[config.mk]
export PLATFORM = sky130hd
export DESIGN_NAME = mag_sequencer_flat
export DESIGN_NICKNAME = d
export VERILOG_FILES = /design/src/rtl/mag_sequencer_if.sv /design/src/rtl/mag_sequencer.sv /design/src/flat_wrapper.sv
export SDC_FILE = /design/constraint.sdc
export NUM_CORES = 2
export LEC_CHECK = 0
export BUFFER_PORTS_ARGS = -buffer_cell sky130_fd_sc_hd__buf_2
export CORE_ASPECT_RATIO = 1.1
export CORE_MARGIN = 4
export CORE_UTILIZATION = 30
export DETAILED_ROUTE_END_ITERATION = 7
export RECOVER_POWER = 25
export SKIP_LAST_GASP = 1
export SLEW_MARGIN = 15
export SYNTH_ARGS = -nofsm -noshare
export SYNTH_HDL_FRONTEND = slang
export SYNTH_SLANG_ARGS = --single-unit
[constraint.sdc]
create_clock -name clk -period 21 [get_ports clk]
set_input_delay 2.1 -clock clk [delete_from_list [all_inputs] [get_ports clk]]
set_output_delay 2.1 -clock clk [all_outputs]
set_load 0.05 [all_outputs]
[src/rtl/mag_sequencer_if.sv]
// Start/valid handshake between the magnitude sequencer (master) and a shared
// iterative square-root unit (slave).
interface mag_sequencer_if #(
    parameter int RW = 25
);
    logic          sqrt_start;
    logic [RW-1:0] sqrt_rad;
    logic          sqrt_busy;
    logic          sqrt_valid;
    logic [RW-1:0] sqrt_root;

    // sqrt_start is a one-cycle pulse; sqrt_rad holds until sqrt_valid or
    // abandonment; sqrt_valid is a one-cycle strobe qualifying sqrt_root.
    modport master (
        output sqrt_start,
        output sqrt_rad,
        input  sqrt_busy,
        input  sqrt_valid,
        input  sqrt_root
    );

    modport slave (
        input  sqrt_start,
        input  sqrt_rad,
        output sqrt_busy,
        output sqrt_valid,
        output sqrt_root
    );
endinterface

[src/rtl/mag_sequencer.sv]
// Sequences one shared integer square-root unit over the complex bins of a frame,
// producing sqrt(re^2 + im^2) per bin and publishing the whole vector at once.
module mag_sequencer #(
    parameter int N_BINS  = 8,
    parameter int DW      = 12,
    parameter int RW      = 25,
    parameter int MW      = 13,
    parameter int TIMEOUT = 64
) (
    input  logic                   clk,
    input  logic                   reset,
    input  logic                   frame_valid,
    input  logic [N_BINS*DW-1:0]   frame_re,
    input  logic [N_BINS*DW-1:0]   frame_im,
    mag_sequencer_if.master        sqrt,
    output logic [N_BINS*MW-1:0]   mag,
    output logic                   mag_valid,
    output logic                   busy,
    output logic [7:0]             overrun_cnt,
    output logic                   timeout_err,
    output logic [2:0]             dbg_state
);
    localparam int IW = (N_BINS > 1) ? $clog2(N_BINS) : 1;
    localparam int TW = $clog2(TIMEOUT + 1);

    typedef enum logic [2:0] {
        S_IDLE  = 3'd0,
        S_CALC  = 3'd1,
        S_START = 3'd2,
        S_WAIT  = 3'd3,
        S_NEXT  = 3'd4
    } state_t;

    state_t                  state_q;
    logic signed [DW-1:0]    work_re_q [N_BINS];
    logic signed [DW-1:0]    work_im_q [N_BINS];
    logic signed [DW-1:0]    pend_re_q [N_BINS];
    logic signed [DW-1:0]    pend_im_q [N_BINS];
    logic [MW-1:0]           shadow_q  [N_BINS];
    logic                    pend_full_q;
    logic [IW-1:0]           idx_q;
    logic [TW-1:0]           timer_q;
    logic [RW-1:0]           rad_q;
    logic                    start_q;
    logic [N_BINS*MW-1:0]    mag_q;
    logic                    mag_valid_q;
    logic [7:0]              overrun_q;
    logic                    timeout_err_q;

    logic signed [DW-1:0]    in_re [N_BINS];
    logic signed [DW-1:0]    in_im [N_BINS];
    logic signed [2*DW-1:0]  cur_re_x;
    logic signed [2*DW-1:0]  cur_im_x;
    logic signed [2*DW-1:0]  sq_re;
    logic signed [2*DW-1:0]  sq_im;
    logic [RW-1:0]           rad_d;
    logic                    unused_root;

    always_comb begin
        for (int k = 0; k < N_BINS; k++) begin
            in_re[k] = frame_re[k*DW +: DW];
            in_im[k] = frame_im[k*DW +: DW];
        end
    end

    // Squares are non-negative, so zero-extending them to RW cannot lose sign.
    assign cur_re_x = {{DW{work_re_q[idx_q][DW-1]}}, work_re_q[idx_q]};
    assign cur_im_x = {{DW{work_im_q[idx_q][DW-1]}}, work_im_q[idx_q]};
    assign sq_re    = cur_re_x * cur_re_x;
    assign sq_im    = cur_im_x * cur_im_x;
    assign rad_d    = {{(RW-2*DW){1'b0}}, sq_re} + {{(RW-2*DW){1'b0}}, sq_im};

    always_ff @(posedge clk) begin
        if (reset) begin
            state_q       <= S_IDLE;
            pend_full_q   <= 1'b0;
            idx_q         <= '0;
            timer_q       <= '0;
            rad_q         <= '0;
            start_q       <= 1'b0;
            mag_q         <= '0;
            mag_valid_q   <= 1'b0;
            overrun_q     <= '0;
            timeout_err_q <= 1'b0;
            for (int k = 0; k < N_BINS; k++) begin
                work_re_q[k] <= '0;
                work_im_q[k] <= '0;
                pend_re_q[k] <= '0;
                pend_im_q[k] <= '0;
                shadow_q[k]  <= '0;
            end
        end else begin
            start_q     <= 1'b0;
            mag_valid_q <= 1'b0;

            if (frame_valid && state_q != S_IDLE) begin
                pend_re_q   <= in_re;
                pend_im_q   <= in_im;
                pend_full_q <= 1'b1;
                if (pend_full_q && overrun_q != 8'hFF) begin
                    overrun_q <= overrun_q + 8'd1;
                end
            end

            case (state_q)
                S_IDLE: begin
                    if (pend_full_q) begin
                        work_re_q <= pend_re_q;
                        work_im_q <= pend_im_q;
                        state_q   <= S_CALC;
                        // A frame arriving while the pending one drains refills the slot.
                        if (frame_valid) begin
                            pend_re_q <= in_re;
                            pend_im_q <= in_im;
                        end else begin
                            pend_full_q <= 1'b0;
                        end
                    end else if (frame_valid) begin
                        work_re_q <= in_re;
                        work_im_q <= in_im;
                        state_q   <= S_CALC;
                    end
                end
                S_CALC: begin
                    rad_q   <= rad_d;
                    state_q <= S_START;
                end
                S_START: begin
                    if (!sqrt.sqrt_busy) begin
                        start_q <= 1'b1;
                        timer_q <= '0;
                        state_q <= S_WAIT;
                    end
                end
                S_WAIT: begin
                    timer_q <= timer_q + TW'(1);
                    if (sqrt.sqrt_valid) begin
                        shadow_q[idx_q] <= sqrt.sqrt_root[MW-1:0];
                        state_q         <= S_NEXT;
                    end else if (timer_q == TW'(TIMEOUT - 1)) begin
                        shadow_q[idx_q] <= '0;
                        timeout_err_q   <= 1'b1;
                        state_q         <= S_NEXT;
                    end
                end
                S_NEXT: begin
                    if (idx_q == IW'(N_BINS - 1)) begin
                        for (int k = 0; k < N_BINS; k++) begin
                            mag_q[k*MW +: MW] <= shadow_q[k];
                        end
                        mag_valid_q <= 1'b1;
                        idx_q       <= '0;
                        state_q     <= S_IDLE;
                    end else begin
                        idx_q   <= idx_q + IW'(1);
                        state_q <= S_CALC;
                    end
                end
                default: state_q <= S_IDLE;
            endcase
        end
    end

    assign unused_root     = ^sqrt.sqrt_root[RW-1:MW];
    assign sqrt.sqrt_start = start_q;
    assign sqrt.sqrt_rad   = rad_q;
    assign mag             = mag_q;
    assign mag_valid       = mag_valid_q;
    assign busy            = (state_q != S_IDLE);
    assign overrun_cnt     = overrun_q;
    assign timeout_err     = timeout_err_q;
    assign dbg_state       = state_q;
endmodule

[src/flat_wrapper.sv]
// flat-port wrapper written by rule: the top's interface ports become plain ports
module mag_sequencer_flat 
#(
    parameter int N_BINS  = 8,
    parameter int DW      = 12,
    parameter int RW      = 25,
    parameter int MW      = 13,
    parameter int TIMEOUT = 64
)
  (clk, reset, frame_valid, frame_re, frame_im, mag, mag_valid, busy, overrun_cnt, timeout_err, dbg_state, sqrt_sqrt_start, sqrt_sqrt_rad, sqrt_sqrt_busy, sqrt_sqrt_valid, sqrt_sqrt_root);
  mag_sequencer_if #(.RW(RW)) sqrt_i ();
  input  logic clk;
  input  logic reset;
  input  logic frame_valid;
  input  logic [N_BINS*DW-1:0] frame_re;
  input  logic [N_BINS*DW-1:0] frame_im;
  output logic [N_BINS*MW-1:0] mag;
  output logic mag_valid;
  output logic busy;
  output logic [7:0] overrun_cnt;
  output logic timeout_err;
  output logic [2:0] dbg_state;
  output wire logic [$bits(sqrt_i.sqrt_start)-1:0] sqrt_sqrt_start;
  output wire logic [$bits(sqrt_i.sqrt_rad)-1:0] sqrt_sqrt_rad;
  input wire logic [$bits(sqrt_i.sqrt_busy)-1:0] sqrt_sqrt_busy;
  input wire logic [$bits(sqrt_i.sqrt_valid)-1:0] sqrt_sqrt_valid;
  input wire logic [$bits(sqrt_i.sqrt_root)-1:0] sqrt_sqrt_root;
  assign sqrt_sqrt_start = sqrt_i.sqrt_start;
  assign sqrt_sqrt_rad = sqrt_i.sqrt_rad;
  assign sqrt_i.sqrt_busy = sqrt_sqrt_busy;
  assign sqrt_i.sqrt_valid = sqrt_sqrt_valid;
  assign sqrt_i.sqrt_root = sqrt_sqrt_root;
  mag_sequencer #(.N_BINS(N_BINS), .DW(DW), .RW(RW), .MW(MW), .TIMEOUT(TIMEOUT)) u_core (.clk(clk), .reset(reset), .frame_valid(frame_valid), .frame_re(frame_re), .frame_im(frame_im), .sqrt(sqrt_i), .mag(mag), .mag_valid(mag_valid), .busy(busy), .overrun_cnt(overrun_cnt), .timeout_err(timeout_err), .dbg_state(dbg_state));
endmodule
Word-level counts from Yosys, hierarchy flattened
Memories as Yosys holds them, arrays and structs flattened. A register that Yosys moved wholly into a read port is not among the register bits. Index checks and enable logic that the tools add are counted.

Add/sub/neg operators: 4. $mul: 2. Magnitude comparators: 1. Eq/ne operators: 10. Muxes and demuxes: 49. Bitwise gates (word level): 5. Reduce and logical (&&, ||, !) cells: 15.

Operators by type and width (count): two-way mux 96 bit (12); binary-select mux 12 bit (select 3 bit) (2); multiplier 12 x 12 -> 24 bit (2); two-way mux 12 bit (4); two-way mux 13 bit (2); adder 24 x 24 -> 25 bit (1); two-way mux 3 bit (7); two-way mux 1 bit (19); one-hot mux 3 bit (5 select lines) (1); one-hot mux 7 bit (2 select lines) (1); OR reduction 13 bit (1); adder 8 x 1 -> 8 bit, second input constant (1); != test 8 bit, second input constant (1); AND reduction 2 bit (4); adder 7 x 1 -> 7 bit, second input constant (1); == test 7 x 6 -> 1 bit, second input constant (1); two-way mux 7 bit (1); == test 3 x 2 -> 1 bit, second input constant (2); == test 3 bit, second input constant (2); != test 3 x 2 -> 1 bit, second input constant (2); AND reduction 3 bit (2); greater-or-equal comparator 4 bit, second input constant (1); NOT 3 -> 4 bit (1); nonzero test 2 bit (2); other kinds (9) (13).

Register bits: 434. Bits in writable memories: 104. Input bits: 222. Output and inout port bits: 144. Memories: 1.

Memories: u_core.shadow_q (depth 8, bits a word 13, read ports 8, clocked after memory_dff 8, write ports 8, line mag_sequencer.sv:39) `logic [MW-1:0] shadow_q [N_BINS];`.

Depth between registers and ports, before layout
Word-level depth: 9. Gate-level depth with buffers: 36. Mapped depth without buffers: 32.

Least setup slack after synthesis
Ideal clock, no wire load.

Path kind: register -> register. Start: register u_core.idx_q[1]. End: register u_core.rad_q[23] (netlist: u_core.sqrt.sqrt_rad[23]). Library setup time: 0.063 ns. Arrival time: 7.333 ns. Data required time: 20.937 ns. Slack: 13.604 ns. Cell stages (with the launch flop): 31. Path buffers: 4. Period minus slack after synthesis: 7.396 ns. Cells stage by stage: dfxtp_1 buf_6 buf_8 buf_6 mux4_2 mux2i_4 buf_4 nor2_1 fa_1 inv_1 fa_1 fa_1 inv_1 fa_1 inv_1 fa_1 inv_1 ha_1 a21o_1 a21o_1 a221o_1 a211oi_4 nand3b_1 nand3_1 ha_1 o21a_1 o21ai_0 a21oi_1 or3_1 a2111o_1 nand3_1.

Cells in the longest elaborated chain, start to end: 6. Elaborated cells on any way between the ends: 10. Those cells by class: add/sub (1); mul (2); mux (6); bitwise (1).

Ends and longest elaborated chain: start, declared (line mag_sequencer.sv:41) `logic [IW-1:0] idx_q;`; start signal, assigned (line mag_sequencer.sv:155) `idx_q <= idx_q + IW'(1);`; NOT 3 -> 4 bit (not written as such) * (line mag_sequencer.sv:67, mag_sequencer.sv:68); binary-select mux 12 bit (select 3 bit), on equally long branches (line mag_sequencer.sv:67, mag_sequencer.sv:68); two-way mux 12 bit, on equally long branches (2 in series) (line mag_sequencer.sv:67, mag_sequencer.sv:68); multiplier 12 x 12 -> 24 bit, on equally long branches (line mag_sequencer.sv:69, mag_sequencer.sv:70); adder 24 x 24 -> 25 bit * (line mag_sequencer.sv:71) `assign rad_d = {{(RW-2*DW){1'b0}}, sq_re} + {{(RW-2*DW){1'b0}}, sq_im};`; end signal, assigned (line mag_sequencer.sv:125) `rad_q <= rad_d;`; end, declared (line mag_sequencer.sv:43) `logic [RW-1:0] rad_q;`.

Every way passes the cells marked *; elsewhere a longest branch is shown, timed or not. The select of a mux whose other input is x is not followed. A chain may end at the register's enable or synchronous reset.

Worst setup path in the final report
Start: input port reset. End: register u_core.work_re_q[22] (netlist name).

RTL lines: start, declared (line flat_wrapper.sv:13) `input logic reset;`; end signal, assigned (line mag_sequencer.sv:108) `work_re_q <= pend_re_q;`; end signal, assigned (line mag_sequencer.sv:119) `work_re_q <= in_re;`; end, declared (line mag_sequencer.sv:35) `logic signed [DW-1:0] work_re_q [N_BINS];`.

No word-level cell between the ends.

==> metrics <==
clk sinks=642; fin. max-slew vios=436; Lkg Pwr=0.0178 uW; drt via density=4.85; GRT Util Overall=15.8%; gr ovfl total=0; post-place instance area=39200 um^2; critical path's most frequent cell=clkbuf_1; Peak VDD IR=0.000111 V; Cell variety after synth=96; most area-hungry cell type in the Yosys netlist=dfxtp_1; met2 wire length=46700 um; number of synthesized flops with an enable pin=104; critical path class=in -> reg; Hold Buf Count CTS=0; Synth Instances=3792; number of port buffers=353; mapped cell area=36300 um^2; root buf cell=clkbuf_16; TritonCTS Buffers=73; CTS H-tree depth=3; clock latency on the worst-skew pair=0.67 ns; antenna violations before repair=9; first-pass GRT wire length=157000 um; post-synth top area share=29.6%; status=finished with violations; die width=340 um; wire length on met3=6790 um; Syn Nets=4402; max frequency=88.9 MHz; Worst setup SP type=primary input; post_cts resized=0; sequential cell area fraction in the yosys report=38.2%; crit path DAT=11.41 ns; Worst EP required=21.17 ns; CP max stage cell=clkbuf_1; Worst path max stage delay=5.95 ns; ys async rst share=0%; Routed Antenna Nets=0; dpl hpwl=74800 um; min cycle time layout=11.24 ns; Die Height=373 um; # DRC=0; delay-heaviest family, CP=buffers and inverters; Rows=133; postcts setup bufs=0; Hold Crit Class=reg -> reg; #FFs+latches synth=642; Yosys warning count=0; drt first pass iters=5; Worst-Margin Slew=8.24 ns; Max-Cap Viols=4; critical-path cell list=clkbuf_1 -> clkbuf_1 -> a211oi_1; mean area per synthesized cell=9.58 um^2; vias in the first global route=26.6k; Period Utilization, post-route=53.5%; clock skew=0.0274 ns; CTS max path bufs=3; RSZ-0062 raised after global routing=no; top layer in use=met5; clock-pin slew on the worst setup and hold paths=0.06 ns; Post-synth top flop=dfxtp_1; Nets=4631; Final Hold Fails=0; Wirelength per Cell=18.2 um; Synth area leaders=dfxtp_1 (30%), fa_1 (14%), edfxtp_1 (8.6%); Final Cell Area=41600 um^2; Final Util=34.7%; CP endpoint kind=flip-flop; # IOs=366; setup violators final=0; GP Congestion=0.851; Post-Route WL=102000 um; pwr/cell area=117 nW/um^2; failing checks=capacitance limit, slew limit; DR iter-0 viols=1713; share of layout cells above drive strength 1=15.5%; Worst Path Max Fanout=188; largest net degree at the start of global routing=213; Initial Util=30.3%; core region area=120000 um^2; CP bufs+invs=2; area delta synth->final=14.4%; setup TNS=0 ns; CTS tree=yes; die area=127000 um^2; total number of vias=27.3k; DRT met1 WL=46000 um; max_slew headroom=-449%
-- routing by layer --
metal  track usage [%]  vias up
li1                  -    13300
met1              21.2    13200
met2              25.2      721
met3              3.48      132
met4              5.10        4
met5                 0        -
-- logic make-up after synthesis --
logic type | Yosys count | share of synthesized area [%]
adders and majority gates | 388 | 18.4
DFF | 642 | 38.2
buffers and inverters | 569 | 6.79
and+or+nand+nor | 1123 | 12.9
AOI/OAI and AO/OA | 750 | 14.4
muxes | 249 | 7.58
xor gates and xnor gates | 71 | 1.71
-- cell type report --
cell class	count	area [um^2]
fillers	12300	78300
multi-input cells	2581	20000
inverters	336	1260
well taps	1552	1940
clock buffers	101	2070
flip-flops and latches	642	13900
clock inverters	32	347
diodes	3	7.51
repair buffers	387	2020
-- cells in the mapped netlist (12+ instances only) --
library cell and number:
dfxtp_1 538, nand2_1 502, nor2_1 445, inv_1 318, a21oi_1 261, fa_1 245, mux2i_1 215, a211oi_1 202
ha_1 143, a22o_1 112, clkbuf_1 109, edfxtp_1 104, buf_2 67, xnor2_1 47, buf_4 39, o21ai_0 38
nand3_1 26, or2_2 26, a22oi_1 25, xor2_1 24, a21o_1 23, inv_2 17, nor3_1 15, mux4_2 14
mux2_2 13, nand2_2 12
-- stage by stage --
step	hold WS, ns	setup slack [ns]	std cells	total power [uW]
3_3_place_gp	0.437	11.63	5497	3530
3_5_place_dp	0.440	11.64	5498	3570
2_1_floorplan	0.436	13.60	3792	3040
4_1_cts	0.451	11.59	5631	4870
5_1_grt	0.458	8.93	5631	5200
6_report	0.449	9.76	5634	4850
-- worst reg2reg max path, delay by kind of cell, from the launching register on --
family / cells / cell delay (ns)
flops: 1 / 0.62
buf+inv: 7 / 1.33
mux: 1 / 0.62
xor+xnor: 2 / 0.49
fa+ha+maj: 7 / 3.10
simple gates: 3 / 0.58
compound gates: 11 / 2.59
-- power by group --
part / leakage [uW] / internal, uW / switching [uW]
combinational: 0.0111 / 803 / 1310
clock: 0.00119 / 729 / 556
sequential: 0.00548 / 1370 / 76.4
total: 0.0178 / 2910 / 1950
-- worst paths after layout --
check	startpoint	to	slack, ns	cells after the start
setup / recovery	reset	u_core.work_re_q[22]	9.76	3
hold / removal	u_core.shadow_q[6][5]	mag[83]	0.45	1
setup reg to reg	u_core.idx_q[0]	u_core.sqrt.sqrt_rad[22]	11.54	31
hold reg to reg	u_core.shadow_q[6][5]	mag[83]	0.45	1
-- cell usage in the layout (no fill, tap or decap), types with 104 or more instances in the layout --
| cell | count |
|---|---|
| a22o_1 | 112 |
| buf_2 | 351 |
| nand2_1 | 502 |
| mux2i_1 | 215 |
| a211oi_1 | 202 |
| fa_1 | 245 |
| nor2_1 | 445 |
| dfxtp_1 | 534 |
| inv_1 | 318 |
| edfxtp_1 | 104 |
| a21oi_1 | 262 |
| ha_1 | 143 |
No activity file was read; power rests on OpenSTA's default activity.
